<file path="src/rtl/lu_cache_ctrl.sv">
// rtl/lu_cache_ctrl.sv - bit-serial NOR/NAND/XOR/XNOR unit behind a direct-mapped result cache
module lu_cache_ctrl #(
    parameter int WIDTH      = 3,
    parameter int INDEX_BITS = 2,
    parameter int CNT_W      = 16
) (
    input  logic             clk,
    input  logic             rst,
    input  logic             req_valid,
    output logic             req_ready,
    input  logic [1:0]       req_op,
    input  logic [WIDTH-1:0] req_in,
    output logic             resp_valid,
    input  logic             resp_ready,
    output logic             resp_out,
    output logic             resp_hit,
    input  logic             flush,
    output logic             busy,
    output logic [CNT_W-1:0] hit_cnt,
    output logic [CNT_W-1:0] miss_cnt
);
    localparam int KEY_W = WIDTH + 2;
    localparam int TAG_W = KEY_W - INDEX_BITS;
    localparam int LINES = 1 << INDEX_BITS;
    localparam int BIT_W = (WIDTH > 1) ? $clog2(WIDTH) : 1;

    typedef enum logic [1:0] {S_IDLE, S_LOOKUP, S_EVAL, S_RESP} state_t;

    state_t                r_state;
    state_t                w_next;
    logic [1:0]            r_op;
    logic [WIDTH-1:0]      r_in;
    logic                  r_lk_phase;
    logic                  r_rd_valid;
    logic [TAG_W-1:0]      r_rd_tag;
    logic                  r_rd_res;
    logic [BIT_W-1:0]      r_bit;
    logic                  r_acc;
    logic                  r_resp_out;
    logic                  r_resp_hit;
    logic [CNT_W-1:0]      r_hit_cnt;
    logic [CNT_W-1:0]      r_miss_cnt;
    logic [LINES-1:0]      r_valid;
    logic [TAG_W-1:0]      r_tag [LINES];
    logic [LINES-1:0]      r_res;

    logic [KEY_W-1:0]      w_key;
    logic [INDEX_BITS-1:0] w_idx;
    logic [TAG_W-1:0]      w_tag;
    logic                  w_hit;
    logic                  w_in_bit;
    logic                  w_acc_next;
    logic                  w_last;
    logic                  w_result;
    logic                  w_fill;

    assign w_key    = {r_op, r_in};
    assign w_idx    = w_key[INDEX_BITS-1:0];
    assign w_tag    = w_key[KEY_W-1:INDEX_BITS];
    assign w_hit    = r_rd_valid && (r_rd_tag == w_tag);
    assign w_in_bit = r_in[r_bit];
    assign w_last   = (r_bit == BIT_W'(WIDTH - 1));
    assign w_result = w_acc_next ^ (r_op != 2'b10);
    assign w_fill   = (r_state == S_EVAL) && w_last;

    always_comb begin
        w_acc_next = r_acc ^ w_in_bit;
        case (r_op)
            2'b00:   w_acc_next = r_acc | w_in_bit;
            2'b01:   w_acc_next = r_acc & w_in_bit;
            default: w_acc_next = r_acc ^ w_in_bit;
        endcase
    end

    always_comb begin
        w_next = r_state;
        case (r_state)
            S_IDLE:   if (req_valid) w_next = S_LOOKUP;
            S_LOOKUP: if (r_lk_phase) w_next = w_hit ? S_RESP : S_EVAL;
            S_EVAL:   if (w_last) w_next = S_RESP;
            S_RESP:   if (resp_ready) w_next = S_IDLE;
            default:  w_next = S_IDLE;
        endcase
    end

    // LOOKUP reads the line into registers first, then decides on the snapshot,
    // so a flush landing during LOOKUP never affects the hit decision.
    always_ff @(posedge clk) begin
        if (rst) begin
            r_state    <= S_IDLE;
            r_op       <= '0;
            r_in       <= '0;
            r_lk_phase <= 1'b0;
            r_rd_valid <= 1'b0;
            r_rd_tag   <= '0;
            r_rd_res   <= 1'b0;
            r_bit      <= '0;
            r_acc      <= 1'b0;
            r_resp_out <= 1'b0;
            r_resp_hit <= 1'b0;
            r_hit_cnt  <= '0;
            r_miss_cnt <= '0;
        end else begin
            r_state <= w_next;
            case (r_state)
                S_IDLE: if (req_valid) begin
                    r_op       <= req_op;
                    r_in       <= req_in;
                    r_lk_phase <= 1'b0;
                end
                S_LOOKUP: if (!r_lk_phase) begin
                    r_lk_phase <= 1'b1;
                    r_rd_valid <= r_valid[w_idx];
                    r_rd_tag   <= r_tag[w_idx];
                    r_rd_res   <= r_res[w_idx];
                end else begin
                    r_lk_phase <= 1'b0;
                    if (w_hit) begin
                        if (r_hit_cnt != {CNT_W{1'b1}}) r_hit_cnt <= r_hit_cnt + 1'b1;
                        r_resp_out <= r_rd_res;
                        r_resp_hit <= 1'b1;
                    end else begin
                        if (r_miss_cnt != {CNT_W{1'b1}}) r_miss_cnt <= r_miss_cnt + 1'b1;
                        r_bit <= '0;
                        r_acc <= (r_op == 2'b01);
                    end
                end
                S_EVAL: begin
                    r_acc <= w_acc_next;
                    r_bit <= r_bit + BIT_W'(1);
                    if (w_last) begin
                        r_resp_out <= w_result;
                        r_resp_hit <= 1'b0;
                    end
                end
                default: ;
            endcase
        end
    end

    // Flush takes priority over a fill landing on the same edge.
    always_ff @(posedge clk) begin
        if (rst) begin
            r_valid <= '0;
        end else if (flush) begin
            r_valid <= '0;
        end else if (w_fill) begin
            r_valid[w_idx] <= 1'b1;
            r_tag[w_idx]   <= w_tag;
            r_res[w_idx]   <= w_result;
        end
    end

    assign req_ready  = (r_state == S_IDLE);
    assign resp_valid = (r_state == S_RESP);
    assign busy       = (r_state != S_IDLE);
    assign resp_out   = r_resp_out;
    assign resp_hit   = r_resp_hit;
    assign hit_cnt    = r_hit_cnt;
    assign miss_cnt   = r_miss_cnt;
endmodule
</file>
<file path="config.mk">
export PLATFORM = sky130hd
export DESIGN_NAME = lu_cache_ctrl
export DESIGN_NICKNAME = d
export VERILOG_FILES = /design/src/rtl/lu_cache_ctrl.sv
export SDC_FILE = /design/constraint.sdc
export NUM_CORES = 1
export LEC_CHECK = 0
export BUFFER_PORTS_ARGS = -buffer_cell sky130_fd_sc_hd__buf_4
export CAP_MARGIN = 20
export CELL_PAD_IN_SITES_DETAIL_PLACEMENT = 2
export CELL_PAD_IN_SITES_GLOBAL_PLACEMENT = 2
export CORE_MARGIN = 4
export CORE_UTILIZATION = 35
export CTS_CLUSTER_DIAMETER = 200
export DETAILED_ROUTE_END_ITERATION = 7
export PLACE_DENSITY_LB_ADDON = 0.12
export SLEW_MARGIN = 20
export SYNTH_ARGS = -nofsm -noshare
export SYNTH_HDL_FRONTEND = slang
export SYNTH_SLANG_ARGS = --single-unit
export TNS_END_PERCENT = 100
</file>
<file path="constraint.sdc">
create_clock -name clk -period 3 [get_ports clk]
set_clock_uncertainty 0.15 [all_clocks]
set_input_delay 0.6 -clock clk [delete_from_list [all_inputs] [get_ports clk]]
set_output_delay 0.6 -clock clk [all_outputs]
set_load 0.1 [all_outputs]
</file>
==> results of run 1 <==
## path summary, 6_finish.rpt
kind	startpoint	end	slack, ns
worst max register to register	r_state[1]	hit_cnt[5]	0.35
worst max-delay path	r_state[1]	hit_cnt[5]	0.35
worst min register to register	r_valid[0]	r_valid[0]	0.31
worst min-delay path	r_valid[0]	r_valid[0]	0.31
## cells in the final DEF, fill, tap and decap left out, drive strengths merged, types with 3 or more instances in the layout
cell type,netlist,final
or4,12,12
dfxtp,54,54
xnor2,3,3
nand4,16,16
nor3,5,5
o21ai,5,5
edfxtp,16,16
buf,16,52
nor4,5,5
nor2b,17,17
a21o,4,4
a2111oi,6,6
o31ai,11,11
and3,4,4
mux2,14,14
clkbuf,9,9
inv,14,15
mux4,5,5
ha,10,10
nand2,37,37
a21oi,26,26
mux2i,6,6
nor2,25,25
nand3,16,16
and2,3,3
nand2b,3,3
and4,10,10
a211oi,6,6
o41ai,3,3
nor3b,6,6
or3,3,3
## layer usage
layer / GRT usage / up-vias
met5: 0 / -
met3: 0.05229 / 7
li1: - / 1530
met1: 0.2153 / 1563
met4: 0.03446 / 0
met2: 0.3023 / 43
## stage by stage
stage               cell area (um2)  cells  utilization  hold WS (ns)  worst slack, ns
global route                   4441    565       0.4244        0.3236           0.1561
finish                         4441    565       0.4244        0.3068           0.3486
global placement               4219    549       0.4033        0.2793           0.4039
detailed placement             4219    549       0.4033        0.2915           0.3682
floorplan                      3802    386            -        0.2709           0.2938
CTS                            4441    565       0.4244        0.3110           0.3197
## flip-flops by register name, summed over array words and instances (netlist names)
| name | cells |
|---|---|
| hit_cnt | 16 |
| miss_cnt | 16 |
| r_acc | 1 |
| r_bit | 2 |
| r_in | 3 |
| r_lk_phase | 1 |
| r_op | 2 |
| r_rd_res | 1 |
| r_rd_tag | 3 |
| r_rd_valid | 1 |
| r_res | 4 |
| r_state | 2 |
| r_tag | 12 |
| r_valid | 4 |
| resp_hit | 1 |
| resp_out | 1 |
## cell families (layout without fill, tap and decap cells)
logic type	Yosys count	count (layout)
AOI/OAI and AO/OA	76	76
xor gates and xnor gates	3	3
adders and majority gates	10	10
buffers and inverters	39	82
DFF	70	70
muxes	25	25
and+or+nand+nor	163	163
## layout make-up
cell class,count,area [um2],area share
clock buffers,9,123.9,0.02790
clock inverters,7,97.59,0.02198
inverters,14,52.55,0.01183
multi-input cells,277,2044,0.4604
flip-flops and latches,70,1562,0.3516
well taps,136,170.2,0.03832
repair buffers,52,390.4,0.08791
## power breakdown
group	total, uW	internal [uW]	switching, uW
sequential	1100	1030	70.9
clock	871	470	401
combinational	764	247	517
## worst max-delay path: stages, from the launching register on
cell	delay, ns
dfxtp_1	0.35
inv_1	0.11
ha_1	0.35
and3_1	0.26
nand4_4	0.37
a2111oi_0	0.57
mux2_1	0.38
==> results.py, run 1 <==
metrics = {
    "sta": {
        "slew_headroom": 0.5340,
        "period_needed_ns": 2.651,
        "setup_violations": 0,
        "min_period_over_period": 0.8838,
        "max_freq_mhz": 377.2,
        "slew_violations": 0,
        "worst_slew_pin_slew_ns": 0.6937,
        "rsz0062_at_grt": "no",
        "hold_viol_final": 0,
        "tns_ns": 0,
    },
    "route": {
        "top_layer": "met4",
        "via_per_inst": 5.563,
        "route.met2.wl_um": 5409,
        "drt-pass1-iter-count": 4,
        "drtAntennaViolNets": 0,
        "num_vias": 3143,
        "met1_length_um": 4900,
        "drc": 0,
        "drt_wl_total_um": 10790,
        "dr_wl_met3_um": 390,
        "initialDrtViolationCount": 98,
        "routedWlPerCell_um": 19.10,
    },
    "synthesis": {
        "yosys.area.top_type_share": 0.2843,
        "muxShareOfSynthArea": 0.08687,
        "syn_area_per_cell_um2": 9.851,
        "synth_edf_count": 16,
        "synth-compound-area-share": 0.1547,
        "synth_fp_nets": 406,
        "yosysTopAreaCell": "dfxtp_1",
        "yosys-top-cells-count": "dfxtp_1, nand2_1, a21oi_1, nor2_1, nor2b_1",
        "synth-seq-cells": 70,
        "yosys.cell_types.count": 56,
        "synthAdderAreaFrac": 0.03291,
        "yosys_warnings": 0,
        "async_flop_share": 0,
        "yosys.area_share.simple": 0.2504,
        "synth.area.top_cells": "dfxtp_1, edfxtp_1, mux2_1",
        "synth_area_mm2": 0.003802,
        "synth_xor_area_frac": 0.01283,
        "synthFlopType": "dfxtp_1",
        "synthCells": 386,
        "synth_top_family_by_area": "simple AND/OR/NAND/NOR gates",
        "yosysMostFrequentCell": "dfxtp_1",
        "seq_area_frac_synth": 0.4107,
    },
    "clocking": {
        "postCtsSetupRepairBufs": 0,
        "cts_root_buf": "clkbuf_8",
        "postCtsHoldBufs": 0,
        "cts_num_sinks": 70,
        "cts_buffer_depth": 2,
        "insertion_delay_ns": 0.36,
        "numCtsBuffers": 9,
        "cts_tree": "built",
        "cts.clk_slew.worst_paths_ns": 0.08,
        "htree_levels": 3,
        "cts_resized": 0,
    },
    "layout": {
        "drive_above_1_share": 0.2121,
        "synthToLayoutAreaGrowth_pct": 16.78,
        "fillers": 1146,
        "antennaDiodeCount": 0,
        "fin_nets": 444,
    },
    "flow_run": {
        "drv_cap": 0,
    },
    "global_routing": {
        "grt_pass1_vias": 3353,
        "gr-total-overflow": 0,
        "antenna_found_initial": 0,
        "grt.total_usage": 0.1743,
        "grt_pass1_wl_um": 17590,
        "grt_max_degree": 32,
    },
    "floorplan": {
        "ios": 47,
        "coreArea_mm2": 0.01046,
        "start_util": 0.3634,
        "die_area_mm2": 0.01260,
        "die_w_um": 112.2,
        "std_cell_rows": 37,
        "die_h_um": 112.2,
    },
    "setup_path": {
        "reg2reg_depth": 6,
        "worstSetupEndpointType": "register",
        "path_max_fanout": 28,
        "cp-start-kind": "register",
        "path_class": "register to register",
        "crit_arrival_ns": 2.75,
        "required_ns": 3.10,
    },
    "min_path": {
        "hp-class": "register to register",
        "hold_path_depth": 1,
    },
    "power": {
        "p_per_area_mw_per_mm2": 615.6,
        "finalPower_uw": 2733,
        "ir_drop_v": 0.0003381,
        "power_leakage_uw": 0.001631,
    },
    "placed_design": {
        "dpl.hpwl_um": 7775,
        "portBuffers": 46,
        "place_congestion": 0.7461,
    },
    "outcome": {
        "status": "complete, no violations",
    },
}
(Power assumes the default switching activity.)
==> run 2, diff against run 1 <==
--- a/config.mk
+++ b/config.mk
@@ -5,16 +5,16 @@
 export SDC_FILE = /design/constraint.sdc
 export NUM_CORES = 1
 export LEC_CHECK = 0
+export ABC_AREA = 1
 export BUFFER_PORTS_ARGS = -buffer_cell sky130_fd_sc_hd__buf_4
 export CAP_MARGIN = 20
 export CELL_PAD_IN_SITES_DETAIL_PLACEMENT = 2
 export CELL_PAD_IN_SITES_GLOBAL_PLACEMENT = 2
 export CORE_MARGIN = 4
-export CORE_UTILIZATION = 35
+export CORE_UTILIZATION = 33
 export CTS_CLUSTER_DIAMETER = 200
 export DETAILED_ROUTE_END_ITERATION = 7
 export PLACE_DENSITY_LB_ADDON = 0.12
-export SLEW_MARGIN = 20
 export SYNTH_ARGS = -nofsm -noshare
 export SYNTH_HDL_FRONTEND = slang
 export SYNTH_SLANG_ARGS = --single-unit
==> run 2 against run 1 <==
Net effect: fmax grew 21%; wire length grew 10%; die area grew 4.1%; final cell count grew 26%; highest routed layer unchanged; critical path depth shrank 2; critical endpoint is now busy.
==> results.py, run 2 <==
metrics = {
    "outcome": {
        "status": "complete, no violations",
    },
    "global_routing": {
        "gr-total-overflow": 0,
        "grt_pass1_vias": 3942,
        "grt.total_usage": 0.1951,
        "grt_pass1_wl_um": 20180,
        "grt_max_degree": 34,
        "antenna_found_initial": 0,
    },
    "route": {
        "num_vias": 3625,
        "drt_wl_total_um": 11880,
        "drtAntennaViolNets": 0,
        "via_per_inst": 5.077,
        "drc": 0,
        "initialDrtViolationCount": 115,
        "routedWlPerCell_um": 16.64,
        "drt-pass1-iter-count": 4,
    },
    "floorplan": {
        "std_cell_rows": 38,
        "ios": 47,
        "die_area_mm2": 0.01311,
        "coreArea_mm2": 0.01098,
        "die_w_um": 114.5,
        "start_util": 0.3409,
        "die_h_um": 114.5,
    },
    "synthesis": {
        "yosysMostFrequentCell": "nand2_1",
        "synth_fp_nets": 543,
        "synthCells": 523,
        "synth_edf_count": 16,
        "syn_area_per_cell_um2": 7.158,
        "synthFlopType": "dfxtp_1",
        "synth.area.top_cells": "dfxtp_1, nand2_1, edfxtp_1",
        "async_flop_share": 0,
        "yosys_warnings": 0,
        "yosys-top-cells-count": "nand2_1, nor2_1, dfxtp_1",
        "yosys.cell_types.count": 29,
        "seq_area_frac_synth": 0.4171,
        "synth_area_mm2": 0.003744,
        "synth-seq-cells": 70,
        "yosysTopAreaCell": "dfxtp_1",
        "yosys.area.top_type_share": 0.2888,
    },
    "sta": {
        "setup_ws_ns": 0.8047,
        "min_period_over_period": 0.7318,
        "tns_ns": 0,
        "rsz0062_at_grt": "no",
        "max_freq_mhz": 455.5,
        "slew_violations": 0,
        "period_needed_ns": 2.195,
        "hold_ws_ns": 0.3369,
        "worst_slew_pin_slew_ns": 0.6554,
        "slew_headroom": 0.5626,
        "hold_viol_final": 0,
        "setup_violations": 0,
    },
    "clocking": {
        "cts_root_buf": "clkbuf_16",
        "cts_tree": "built",
        "numCtsBuffers": 9,
        "cts_num_sinks": 70,
        "cts.clk_slew.worst_paths_ns": 0.06,
        "cts_resized": 0,
        "postCtsHoldBufs": 0,
        "cts_buffer_depth": 2,
        "htree_levels": 3,
        "postCtsSetupRepairBufs": 0,
        "insertion_delay_ns": 0.34,
    },
    "layout": {
        "final_area_mm2": 0.004501,
        "fin_nets": 589,
        "layout_commonest_cell": "nand2_1",
        "layout_common_cells": "nand2_1, nor2_1, dfxtp_1",
        "fillers": 1327,
        "antennaDiodeCount": 0,
        "synthToLayoutAreaGrowth_pct": 20.22,
        "drive_above_1_share": 0.1481,
    },
    "power": {
        "ir_drop_v": 0.0005598,
        "p_per_area_mw_per_mm2": 726.9,
        "finalPower_uw": 3271,
        "power_leakage_uw": 0.001787,
    },
    "placed_design": {
        "pre_cts_slack_ns": 0.4763,
        "portBuffers": 46,
        "place_congestion": 0.7858,
        "dpl_cell_area_mm2": 0.004202,
        "dpl.hpwl_um": 8890,
    },
    "setup_path": {
        "rrSetupSlack_ns": 0.82,
        "required_ns": 2.25,
        "r2r_start": "r_state[1]",
        "startpoint": "r_state[0]",
        "worstSetupEndpointType": "output port",
        "reg2reg_to": "hit_cnt[1]",
        "path_max_fanout": 5,
        "cp-start-kind": "register",
        "reg2reg_depth": 7,
        "path_class": "register to output port",
        "endpoint": "busy",
        "crit_arrival_ns": 1.45,
    },
    "min_path": {
        "hp-start": "resp_hit",
        "hp-class": "register to register",
    },
    "flow_run": {
        "drv_cap": 0,
    },
}
run 2: changes by cell type after synthesis, moves of 12 or more:
cell and delta:
a21oi_1 +16, inv_1 +36, mux2_1 -14, nand2_1 +117, nand3_1 +14, nor2_1 +40
nor2b_1 -17, o21ai_0 +24, or4_1 -12
run 2: kinds of logic (layout without fill, tap and decap cells):
logic type | after synthesis | after routing | synth area share
adder cells (fa/ha/maj) | 10 | 10 | 0.03342
XOR/XNOR | 16 | 16 | 0.03743
buffers and inverters | 64 | 115 | 0.07052
AND/OR/NAND/NOR | 281 | 281 | 0.3225
flip-flops | 70 | 70 | 0.4171
AO/OA/AOI/OAI | 82 | 82 | 0.1190
run 2: per-layer routing:
metal  part of all wire  global-route usage  vias up
met5                  0                   0        -
li1                   -                   -     1784
met2               0.49              0.3345       40
met1               0.47              0.2478     1790
met4              0.016             0.07126        0
met3              0.024             0.02854       11
run 2: worst min path at each step:
stage | to | slack [ns] | cells after the start
finish | resp_hit | 0.34 | 2
global route | resp_hit | 0.38 | 2
CTS | resp_hit | 0.35 | 2
detailed placement | resp_hit | 0.33 | 2
global placement | r_valid[3] | 0.29 | 2
floorplan | r_valid[0] | 0.28 | 2
run 2: final cells by class:
| cell class | instances | area [um2] | area share |
|---|---|---|---|
| Tap cell | 140 | 175.2 | 0.03892 |
| Inverter | 53 | 198.9 | 0.04420 |
| Clock buffer | 10 | 229.0 | 0.05088 |
| Clock inverter | 6 | 70.07 | 0.01557 |
| Multi-Input combinational cell | 389 | 1921 | 0.4267 |
| Sequential cell | 70 | 1562 | 0.3470 |
| Timing Repair Buffer | 46 | 345.3 | 0.07673 |
run 2: report_power, final:
part | switching, uW | internal [uW]
Clock | 446 | 650
Sequential | 106 | 1070
Combinational | 735 | 262
Total | 1290 | 1980
run 2: metrics by stage:
stage               std cells    util
floorplan                 523       -
detailed placement        698  0.3825
global route              714  0.4098
CTS                       714  0.4098
global placement          698  0.3825
finish                    714  0.4098
run 2: critical path: stages (launching register included):
cell and delay, ns:
dfxtp_1 0.42, inv_1 0.11, ha_2 0.22, inv_1 0.07, buf_4 0.28
